## src/rtl/ex_arith_unit.sv

```systemverilog
// Execute-stage arithmetic: a combinational address adder, the ALU control decoder and a
// one-cycle registered ALU. Define EX_ARITH_UNIT_MUL_EN to decode funct 011000 to MUL and build the multiplier.
module ex_arith_unit #(
    parameter int DATA_W = 32
) (
    input  logic              clk_i,
    input  logic              rst_i,
    input  logic              valid_i,
    input  logic [1:0]        ALUOp_i,
    input  logic [5:0]        funct_i,
    input  logic [DATA_W-1:0] data1_i,
    input  logic [DATA_W-1:0] data2_i,
    input  logic [DATA_W-1:0] add_a_i,
    input  logic [DATA_W-1:0] add_b_i,
    output logic [DATA_W-1:0] sum_o,
    output logic [2:0]        ALUCtrl_o,
    output logic [DATA_W-1:0] data_o,
    output logic              zero_o,
    output logic              valid_o
);

    localparam logic [2:0] CTRL_AND = 3'b000;
    localparam logic [2:0] CTRL_OR  = 3'b001;
    localparam logic [2:0] CTRL_ADD = 3'b010;
    localparam logic [2:0] CTRL_MUL = 3'b011;
    localparam logic [2:0] CTRL_SUB = 3'b110;

    logic [DATA_W-1:0] alu_res;
    logic              vld_pipe;

    assign sum_o = add_a_i + add_b_i;

    always_comb begin
        ALUCtrl_o = CTRL_ADD;
        case (ALUOp_i)
            2'b00: ALUCtrl_o = CTRL_ADD;
            2'b01: ALUCtrl_o = CTRL_SUB;
            2'b11: ALUCtrl_o = CTRL_OR;
            default: begin
                case (funct_i)
                    6'b100000: ALUCtrl_o = CTRL_ADD;
                    6'b100010: ALUCtrl_o = CTRL_SUB;
                    6'b100100: ALUCtrl_o = CTRL_AND;
                    6'b100101: ALUCtrl_o = CTRL_OR;
`ifdef EX_ARITH_UNIT_MUL_EN
                    6'b011000: ALUCtrl_o = CTRL_MUL;
`endif
                    default:   ALUCtrl_o = CTRL_ADD;
                endcase
            end
        endcase
    end

`ifdef EX_ARITH_UNIT_MUL_EN
    logic [DATA_W-1:0] mul_res;
    // Low half of a product is identical for signed and unsigned operands.
    assign mul_res = $signed(data1_i) * $signed(data2_i);
`endif

    always_comb begin
        alu_res = '0;
        case (ALUCtrl_o)
            CTRL_AND: alu_res = data1_i & data2_i;
            CTRL_OR:  alu_res = data1_i | data2_i;
            CTRL_ADD: alu_res = data1_i + data2_i;
            CTRL_SUB: alu_res = data1_i - data2_i;
`ifdef EX_ARITH_UNIT_MUL_EN
            CTRL_MUL: alu_res = mul_res;
`endif
            default:  alu_res = '0;
        endcase
    end

    always_ff @(posedge clk_i) begin
        if (rst_i) begin
            data_o   <= '0;
            zero_o   <= 1'b0;
            vld_pipe <= 1'b0;
        end else begin
            vld_pipe <= valid_i;
            if (valid_i) begin
                data_o <= alu_res;
                zero_o <= (alu_res == '0);
            end
        end
    end

    assign valid_o = vld_pipe;

endmodule

```

## config.mk

```make
export PLATFORM = sky130hd
export DESIGN_NAME = ex_arith_unit
export DESIGN_NICKNAME = d
export VERILOG_FILES = /design/src/rtl/ex_arith_unit.sv
export SDC_FILE = /design/constraint.sdc
export NUM_CORES = 1
export LEC_CHECK = 0
export CORE_ASPECT_RATIO = 0.6
export CORE_UTILIZATION = 60
export DETAILED_ROUTE_END_ITERATION = 6
export DONT_BUFFER_PORTS = 1
export PLACE_DENSITY = 0.87
export SLEW_MARGIN = 30
export SYNTH_ARGS = -nofsm -noshare
export SYNTH_HDL_FRONTEND = slang
export SYNTH_SLANG_ARGS = --single-unit
```

## constraint.sdc

```tcl
create_clock -name clk_i -period 9.1 [get_ports clk_i]
set_input_delay 1.82 -clock clk_i [delete_from_list [all_inputs] [get_ports clk_i]]
set_output_delay 1.82 -clock clk_i [all_outputs]
set_load 0.02 [all_outputs]
```

==> out/qor.txt, run 1 <==
outcome = finished, final reports clean
final setup fails = 0
routed wire length = 18920 um
CTS Hold Bufs = 0
CP required = 7.28 ns
Final HPWL DP = 15030 um
CP Max Fanout = 4
setup repair bufs after CTS = 0
Mean Syn Cell Area = 7.284 sq um
Seq pwr share = 0.216
final cycle utilization of the critical path = 0.7671
Die H = 78.91 um
Post-Place Worst Slack = 2.132 ns
largest net degree at the start of global routing = 51
switching share of power = 0.4498
die area = 10270 sq um
R2R Setup Slk = 7.94 ns
HP Class = register to register
Final ANT Viol Nets = 0
later-pin clock latency in the skew report = 0.27 ns
Seq/Total Area, Yosys = 0.1151
Worst EP arrival = 5.16 ns
CP endpoint kind = primary output
slew margin rel. = 0.2972
Critical Path End = sum_o[30]
Synthesized Nets = 1018
Num CTS Buffers = 5
Pleak = 2.549 nW
final setup margin = 2.119 ns
VDD IR max = 0.0001302 V
main flop type after synthesis = dfxtp_1
clock buffer depth = 2
Net Sw Power = 0.0004160 W
unrepaired setup endpoints after global routing = false
critical path's slowest cell = a2111o_1
minimum clock period = 6.981 ns
Crit Path Class = primary input to primary output
Area Growth Syn to Fin = 4.379%
CTS sink cnt = 34
Post-synth EDFFs = 0
Max Cap Viol = 0
Slew @ Worst Pin = 1.045 ns
Startpoint Class = primary input
ant diodes = 0
port buffer count = 0
DR WL/cell = 20.52 um
power share of the clock group = 0.240
Warnings, synthesis = 0
Initial Util = 0.6320
synthesis-stage register bit count = 34
Mapped Area = 5914 sq um
vias = 6446
vias in the first global route = 5733
core area = 9358 sq um
Initial DRC Count = 732
R2R depth = 2
die span in x = 130.2 um
FFs w/ async S/R, synth = 0
Tot GR Track Use = 0.3512
Post-Synthesis Cells = 812
Comb pwr share = 0.543
CTS tree = yes
# IOs = 208
H-tree levels = 2
CP Launch Point = add_a_i[0]
Worst-path clk slew = 0.05 ns
Cell Int Power = 0.0005090 W
Reg-to-Reg End = data_o[12]
clk_skew = 0 ns
CTS resizes = 0
1st-pass router iterations = 5
total grt overflow = 0
initial antenna violation count = 0
Pwr Density = 149.8 nW/um^2
final setup TNS = 0 ns
Vias/cell = 6.991
Final GP Congestion = 1.053
Max Freq = 143.3 MHz
RR Startpoint = data_o[12]
Final Hold Fails = 0
max-slew violations = 0
critical path cell sequence = ha_1 -> inv_1 -> fa_1 -> nor2b_1 -> o31a_1 -> o41a_1 -> a2111o_1 -> a31oi_1 -> o21ai_1 -> a2111oi_0 -> o21bai_1 -> a21oi_1 -> xnor2_1
wire length of the first global-routing pass = 28500 um
power consumption = 0.0009250 W
drt drc = 0
CP max stage delay = 0.50 ns
fin nets = 997
Root Driver = clkbuf_16
# rows = 27
ratio of cells with drive above 1 in the final layout = 0.04545
Cell variety after synth = 71
-- worst min-delay path by stage --
stage | startpoint | end | slack (ns) | cells after the start
floorplan | zero_o | zero_o | 0.54 | 2
global placement | data_o[23] | data_o[23] | 0.55 | 2
detailed placement | data_o[23] | data_o[23] | 0.56 | 2
CTS | data_o[8] | data_o[8] | 0.57 | 2
global route | data_o[23] | data_o[23] | 0.59 | 2
finish | data_o[0] | data_o[0] | 0.57 | 2
-- kinds of logic after synthesis --
logic type | share of synthesized area
AO/OA/AOI/OAI | 0.3106
adder cells (fa/ha/maj) | 0.1747
flip-flops | 0.1151
AND/OR/NAND/NOR | 0.2293
multiplexers | 0.01756
buffers and inverters | 0.03427
XOR/XNOR | 0.1185
-- layout by cell type, fill, tap and decap left out, types with 7 or more instances in the layout --
cell type,count
dfxtp_1,34
a21oi_1,76
a211oi_1,22
o21bai_1,9
or3_1,14
nand3_1,12
xnor2_1,33
a21o_1,20
nand4_1,14
or2_2,7
o21a_1,13
o31ai_1,11
nor2b_1,8
nor2_1,81
inv_1,21
xor2_1,47
ha_1,65
nor4_1,7
nand2_1,67
a31oi_1,12
nor3_1,21
maj3_1,18
mux2i_1,7
o21ai_0,49
-- power by group through the flow --
| stage | Combinational, W | Clock (W) | Sequential [W] |
|---|---|---|---|
| 3_5_place_dp | 0.000481 | 0 | 0.000202 |
| 4_1_cts | 0.000485 | 0.000224 | 0.000200 |
| 2_1_floorplan | 0.000390 | 0 | 0.000198 |
| 5_1_grt | 0.000541 | 0.000229 | 0.000202 |
| 3_3_place_gp | 0.000467 | 0 | 0.000202 |
| 6_report | 0.000503 | 0.000222 | 0.000200 |
-- layer usage --
layer | global-route usage | share of wire
met4 | 0.08953 | 0.024
met2 | 0.5394 | 0.42
met1 | 0.4902 | 0.42
met5 | 0 | 0
met3 | 0.07884 | 0.14
-- Yosys cell counts (14+ instances only) --
cell type   n  share of area
xor2_1     47          0.070
nor2_1     81          0.051
xnor2_1    33          0.049
dfxtp_1    34           0.12
a211oi_1   22          0.028
clkbuf_1   25          0.016
o21ai_0    49          0.041
a21oi_1    77          0.065
nand4_1    14          0.015
maj3_1     18          0.030
a21o_1     20          0.025
inv_1      21          0.013
ha_1       65           0.14
nand2_1    67          0.043
nor3_1     21          0.018
or3_1      14          0.015
-- worst max-delay path, delay by kind of cell --
family	cells	cell delay [ns]
compound gates	8	2.54
xor+xnor	1	0.27
fa+ha+maj	2	0.39
buf+inv	1	0.07
simple gates	1	0.08
-- sequential cells by signal, summed over array words and instances, names as in the netlist --
name / flops
data_o: 32
valid_o: 1
zero_o: 1
-- cell type report --
class / instances / area [sq um]
multi-input combinational: 726 / 5035
fill: 818 / 3184
sequential: 34 / 680.7
tap: 130 / 162.7
clock buffer: 5 / 125.1
inverter: 21 / 78.83
clock inverter: 3 / 68.82
timing repair buffer: 3 / 22.52
-- through the flow --
stage	hold WS [ns]	cells	cell area, sq um	utilization
2_1_floorplan	0.5371	812	5914	-
3_3_place_gp	0.5535	914	5979	0.6390
3_5_place_dp	0.5629	914	5979	0.6390
4_1_cts	0.5713	922	6173	0.6597
5_1_grt	0.5886	922	6173	0.6597
6_report	0.5720	922	6173	0.6597
(Power assumes the default switching activity.)
==> run 2: changes to the inputs <==
clock period = 6.6 ns   (was 9.1 ns; I/O delays follow)
==> run 2 against run 1 <==
Net effect:
- first-iteration DRC count is 11% lower
- hold slack lost 0.0085 ns
- worst setup slack worse by 1.8 ns
- global-route usage is 0.42 points higher
- routed wire length hardly changed
- clock power is 2% higher
- power is 30% higher
- die area stayed put
- via count shrank 1.3%
==> out/qor.txt, run 2 (synthesis results as in run 1) <==
setup repair bufs after CTS = 0
CP Max Fanout = 8
Crit Path Class = primary input to register
flip-flop count of the largest register after layout = 32
WHS Endpoint = data_o[19]
Max Cap Viol = 0
Final ANT Viol Nets = 0
clock buffer depth = 2
core area = 9358 sq um
Tot GR Track Use = 0.3554
fin nets = 1001
Startpoint Class = primary input
Fillers = 808
Final GP Congestion = 0.9865
DR WL/cell = 20.43 um
Max Freq = 158.9 MHz
final cycle utilization of the critical path = 0.9538
Slew @ Worst Pin = 0.8620 ns
final setup TNS = 0 ns
slew margin rel. = 0.4253
H-tree levels = 2
Pwr Density = 194.6 nW/um^2
Root Driver = clkbuf_16
Largest Register = data_o
port buffer count = 0
total grt overflow = 0
Worst-path clk slew = 0.05 ns
final setup fails = 0
Final HPWL DP = 15410 um
Initial DRC Count = 653
vias in the first global route = 5630
Storage cell area = 680.7 sq um
die span in x = 130.2 um
CP required = 6.80 ns
Pleak = 2.549 nW
CTS tree = yes
max-slew violations = 0
Worst EP arrival = 6.50 ns
outcome = finished, final reports clean
Die H = 78.91 um
largest net degree at the start of global routing = 51
Vias/cell = 6.868
drt drc = 0
Hold Path Depth = 2
most frequent cells in the layout = 81 x nor2_1, 76 x a21oi_1, 67 x nand2_1
die area = 10270 sq um
CTS resizes = 0
HP Class = register to register
CP endpoint kind = register
initial antenna violation count = 0
Post-DP Area = 6010 sq um
Num CTS Buffers = 5
later-pin clock latency in the skew report = 0.27 ns
Finished Cell Area = 6157 sq um
Initial Util = 0.6320
routed wire length = 18910 um
commonest non-fill, non-tap cell in the layout = nor2_1
Final Hold Fails = 0
HP Start = data_o[19]
R2R depth = 2
VDD IR max = 0.0002144 V
area of the multi-input gates = 5035 sq um
clk_skew = 0 ns
ratio of cells with drive above 1 in the final layout = 0.04899
Area Growth Syn to Fin = 4.104%
ant diodes = 0
wire length of the first global-routing pass = 29100 um
# IOs = 208
CTS sink cnt = 34
1st-pass router iterations = 5
vias = 6360
CTS Hold Bufs = 0
R2R Setup Slk = 5.66 ns
Reg-to-Reg End = data_o[18]
RR Startpoint = data_o[18]
unrepaired setup endpoints after global routing = false
# rows = 27
minimum clock period = 6.295 ns
-- run 2: cell count changes in the layout (fill, tap and decap cells not counted) --
cell,previous run,this run
buf_4,3,7
bufinv_16,2,0
clkbuf_1,0,1
clkbuf_8,0,1
clkinv_2,0,1
clkinv_4,1,0
-- run 2: how the worst max path moves through the flow --
stage          cells after the start  slack [ns]        from  endpoint
3_5_place_dp                      21        0.19  data2_i[0]    zero_o
3_3_place_gp                      21        0.28  data2_i[0]    zero_o
2_1_floorplan                     22        0.71  data2_i[0]    zero_o
4_1_cts                           21        0.42  data2_i[0]    zero_o
6_report                          21        0.31  data2_i[0]    zero_o
5_1_grt                           21        0.03  data2_i[0]    zero_o
-- run 2: routing by layer --
metal / part of all wire / track usage / routed length (um)
met2: 0.42 / 0.5399 / 8018
met4: 0.011 / 0.05465 / 215
met1: 0.43 / 0.4945 / 8184
met5: 0 / 0 / 0
met3: 0.13 / 0.1105 / 2496
-- run 2: area by class of cell --
type	instances	area share
Clock buffer	7	0.02317
Clock inverter	1	0.0008128
Inverter	21	0.01280
Multi-Input combinational cell	726	0.8177
Sequential cell	34	0.1105
Tap cell	130	0.02642
Timing Repair Buffer	7	0.008535
-- run 2: report_power, final --
group	switching [W]	internal, W
Sequential	0.0000477	0.000229
Combinational	0.000435	0.000259
Clock	0.0000783	0.000149
-- run 2: critical path: stages --
cell      delay (ns)
inv_1           0.06
ha_1            0.18
or2b_2          0.35
or3_4           0.42
or3_1           0.37
or2_1           0.26
or3_1           0.37
or2_4           0.27
o41ai_1         0.31
xor2_1          0.14
ha_1            0.45
nand2_1         0.10
o21ai_0         0.32
nor2_1          0.08
o21ai_0         0.36
a221oi_1        0.20
o31ai_1         0.28
nor3_1          0.10
nor4b_1         0.33
nand4_1         0.14
o21ai_1         0.09
-- run 2: through the flow --
stage	worst slack (ns)	std cells	total power, W	hold slack [ns]	utilization
2_1_floorplan	0.7136	812	0.0008095	0.5371	-
3_3_place_gp	0.2811	918	0.0009336	0.5485	0.6422
3_5_place_dp	0.1861	918	0.0009487	0.5593	0.6422
4_1_cts	0.4222	926	0.001177	0.5671	0.6580
5_1_grt	0.02851	926	0.001271	0.5928	0.6580
6_report	0.3050	926	0.001198	0.5636	0.6580
==> run 3: changes to the inputs <==
CELL_PAD_IN_SITES_DETAIL_PLACEMENT = 0   (was default)
CELL_PAD_IN_SITES_GLOBAL_PLACEMENT = 1   (was default)
CORE_MARGIN = 8   (was default)
CORE_UTILIZATION = 46   (was 60)
PLACE_DENSITY = 0.93   (was 0.87)
==> run 3 against run 2 <==
Net effect:
- final area grew 0.53%
- utilization shrank 17 points
- via count shrank 3.9%
- combinational power shrank 3.0%
- non-clock buffer count shrank 3
- critical path depth is the same
- clock power is essentially flat
- register-to-register slack gained 0.03 ns
- sequential share of layout area shrank 0.058 points
==> out/qor.txt, run 3 (synthesis results as in run 1) <==
vias = 6110
die area = 16860 sq um
Final GP Congestion = 0.9675
Pleak = 2.534 nW
Area Growth Syn to Fin = 4.654%
critical path's slowest cell = ha_1
fin cells = 963
CTS tree = yes
port buffer count = 0
die span in x = 162.4 um
Fillers = 1252
VDD IR max = 0.0001064 V
CTS sink cnt = 34
Worst EP arrival = 6.46 ns
Initial Util = 0.4660
fin nets = 998
critical path cell sequence = inv_1 -> ha_1 -> or2b_2 -> or3_4 -> or3_1 -> or2_1 -> or3_1 -> or2_4 -> o41ai_1 -> xor2_1 -> ha_1 -> nand2_1 -> o21ai_0 -> nor2_1 -> o21ai_0 -> a221oi_1 -> o31ai_1 -> nor3_1 -> nor4b_1 -> nand4_1 -> o21ai_1
vias in the first global route = 5445
Critical Path End = zero_o
Reg-to-Reg End = data_o[18]
largest net degree at the start of global routing = 51
unrepaired setup endpoints after global routing = false
area of the multi-input gates = 5040 sq um
Max Cap Viol = 0
CTS resizes = 0
core area = 12690 sq um
# IOs = 208
Root Driver = clkbuf_16
Final HPWL DP = 16840 um
final setup fails = 0
CP max stage delay = 0.43 ns
Tot GR Track Use = 0.2207
Max Freq = 159.9 MHz
CP Max Fanout = 8
setup repair bufs after CTS = 0
drt drc = 0
DR WL/cell = 20.78 um
Placed Cells = 955
routed wire length = 20010 um
CP Launch Point = data2_i[0]
Initial DRC Count = 535
final setup TNS = 0 ns
wire length of the first global-routing pass = 30790 um
flip-flop count of the largest register after layout = 32
minimum clock period = 6.255 ns
# rows = 32
CTS Hold Bufs = 0
final cycle utilization of the critical path = 0.9478
Post-DP Area = 6037 sq um
initial antenna violation count = 0
R2R Setup Slk = 5.69 ns
Die H = 103.8 um
Storage cell area = 680.7 sq um
most frequent cells in the layout = 81 x nor2_1, 76 x a21oi_1, 67 x nand2_1
later-pin clock latency in the skew report = 0.27 ns
Slew @ Worst Pin = 0.6834 ns
Largest Register = data_o
Crit path depth = 21
commonest non-fill, non-tap cell in the layout = nor2_1
ratio of cells with drive above 1 in the final layout = 0.04666
Final ANT Viol Nets = 0
Final Hold Fails = 0
clk_skew = 0 ns
CP required = 6.81 ns
Min Hold Slack = 0.5747 ns
CP endpoint kind = register
HP Class = register to register
total grt overflow = 0
Crit Path Class = primary input to register
Bufs and invs on worst path = 1
RR Startpoint = data_o[18]
max-slew violations = 0
slew margin rel. = 0.5444
ant diodes = 0
Startpoint Class = primary input
critical path's top delay family = simple AND/OR/NAND/NOR gates
Num CTS Buffers = 5
Vias/cell = 6.345
outcome = finished, final reports clean
H-tree levels = 2
R2R depth = 2
Final Util = 0.4877
clock buffer depth = 2
Worst-path clk slew = 0.05 ns
1st-pass router iterations = 5
Pwr Density = 190.3 nW/um^2
Finished Cell Area = 6190 sq um
## run 3: where the power goes
| group | internal, W | switching (W) |
|---|---|---|
| clock | 0.000149 | 0.0000780 |
| sequential | 0.000229 | 0.0000485 |
| combinational | 0.000256 | 0.000417 |
| total | 0.000634 | 0.000543 |
## run 3: worst register-to-register path, delay by kind of cell (launching register included)
family,cells,cell delay (ns)
AOI/OAI and AO/OA,1,0.12
DFF,1,0.38
and+or+nand+nor,1,0.30
## run 3: worst min path at each step
stage                     cells past startpoint       start  slack [ns]    endpoint
after floorplan                               2      zero_o        0.54      zero_o
after global placement                        2  data_o[23]        0.56  data_o[23]
after detailed placement                      2  data_o[23]        0.57  data_o[23]
after CTS                                     2  data_o[23]        0.58  data_o[23]
after global routing                          2   data_o[4]        0.61   data_o[4]
final                                         2  data_o[30]        0.57  data_o[30]
## run 3: metal layers
layer	global-route usage	vias to the layer above	wire, um
li1	-	3012	-
met3	0.09051	20	2818
met2	0.2998	314	7660
met1	0.3181	2764	9293
met5	0	-	0
met4	0.03553	0	239
## run 3: final cells by class
cell class              count  area share
repair buffers              4    0.004851
flip-flops and latches     34      0.1100
clock inverters             1   0.0008086
inverters                  21     0.01273
clock buffers               7     0.02304
well taps                 170     0.03436
multi-input cells         726      0.8142
## run 3: per-stage QoR
step / setup slack (ns) / power (W)
after floorplan: 0.7136 / 0.0008095
after global placement: 0.3212 / 0.0009366
after detailed placement: 0.1472 / 0.0009383
after CTS: 0.3745 / 0.001168
after global routing: 0.001493 / 0.001259
final: 0.3446 / 0.001178
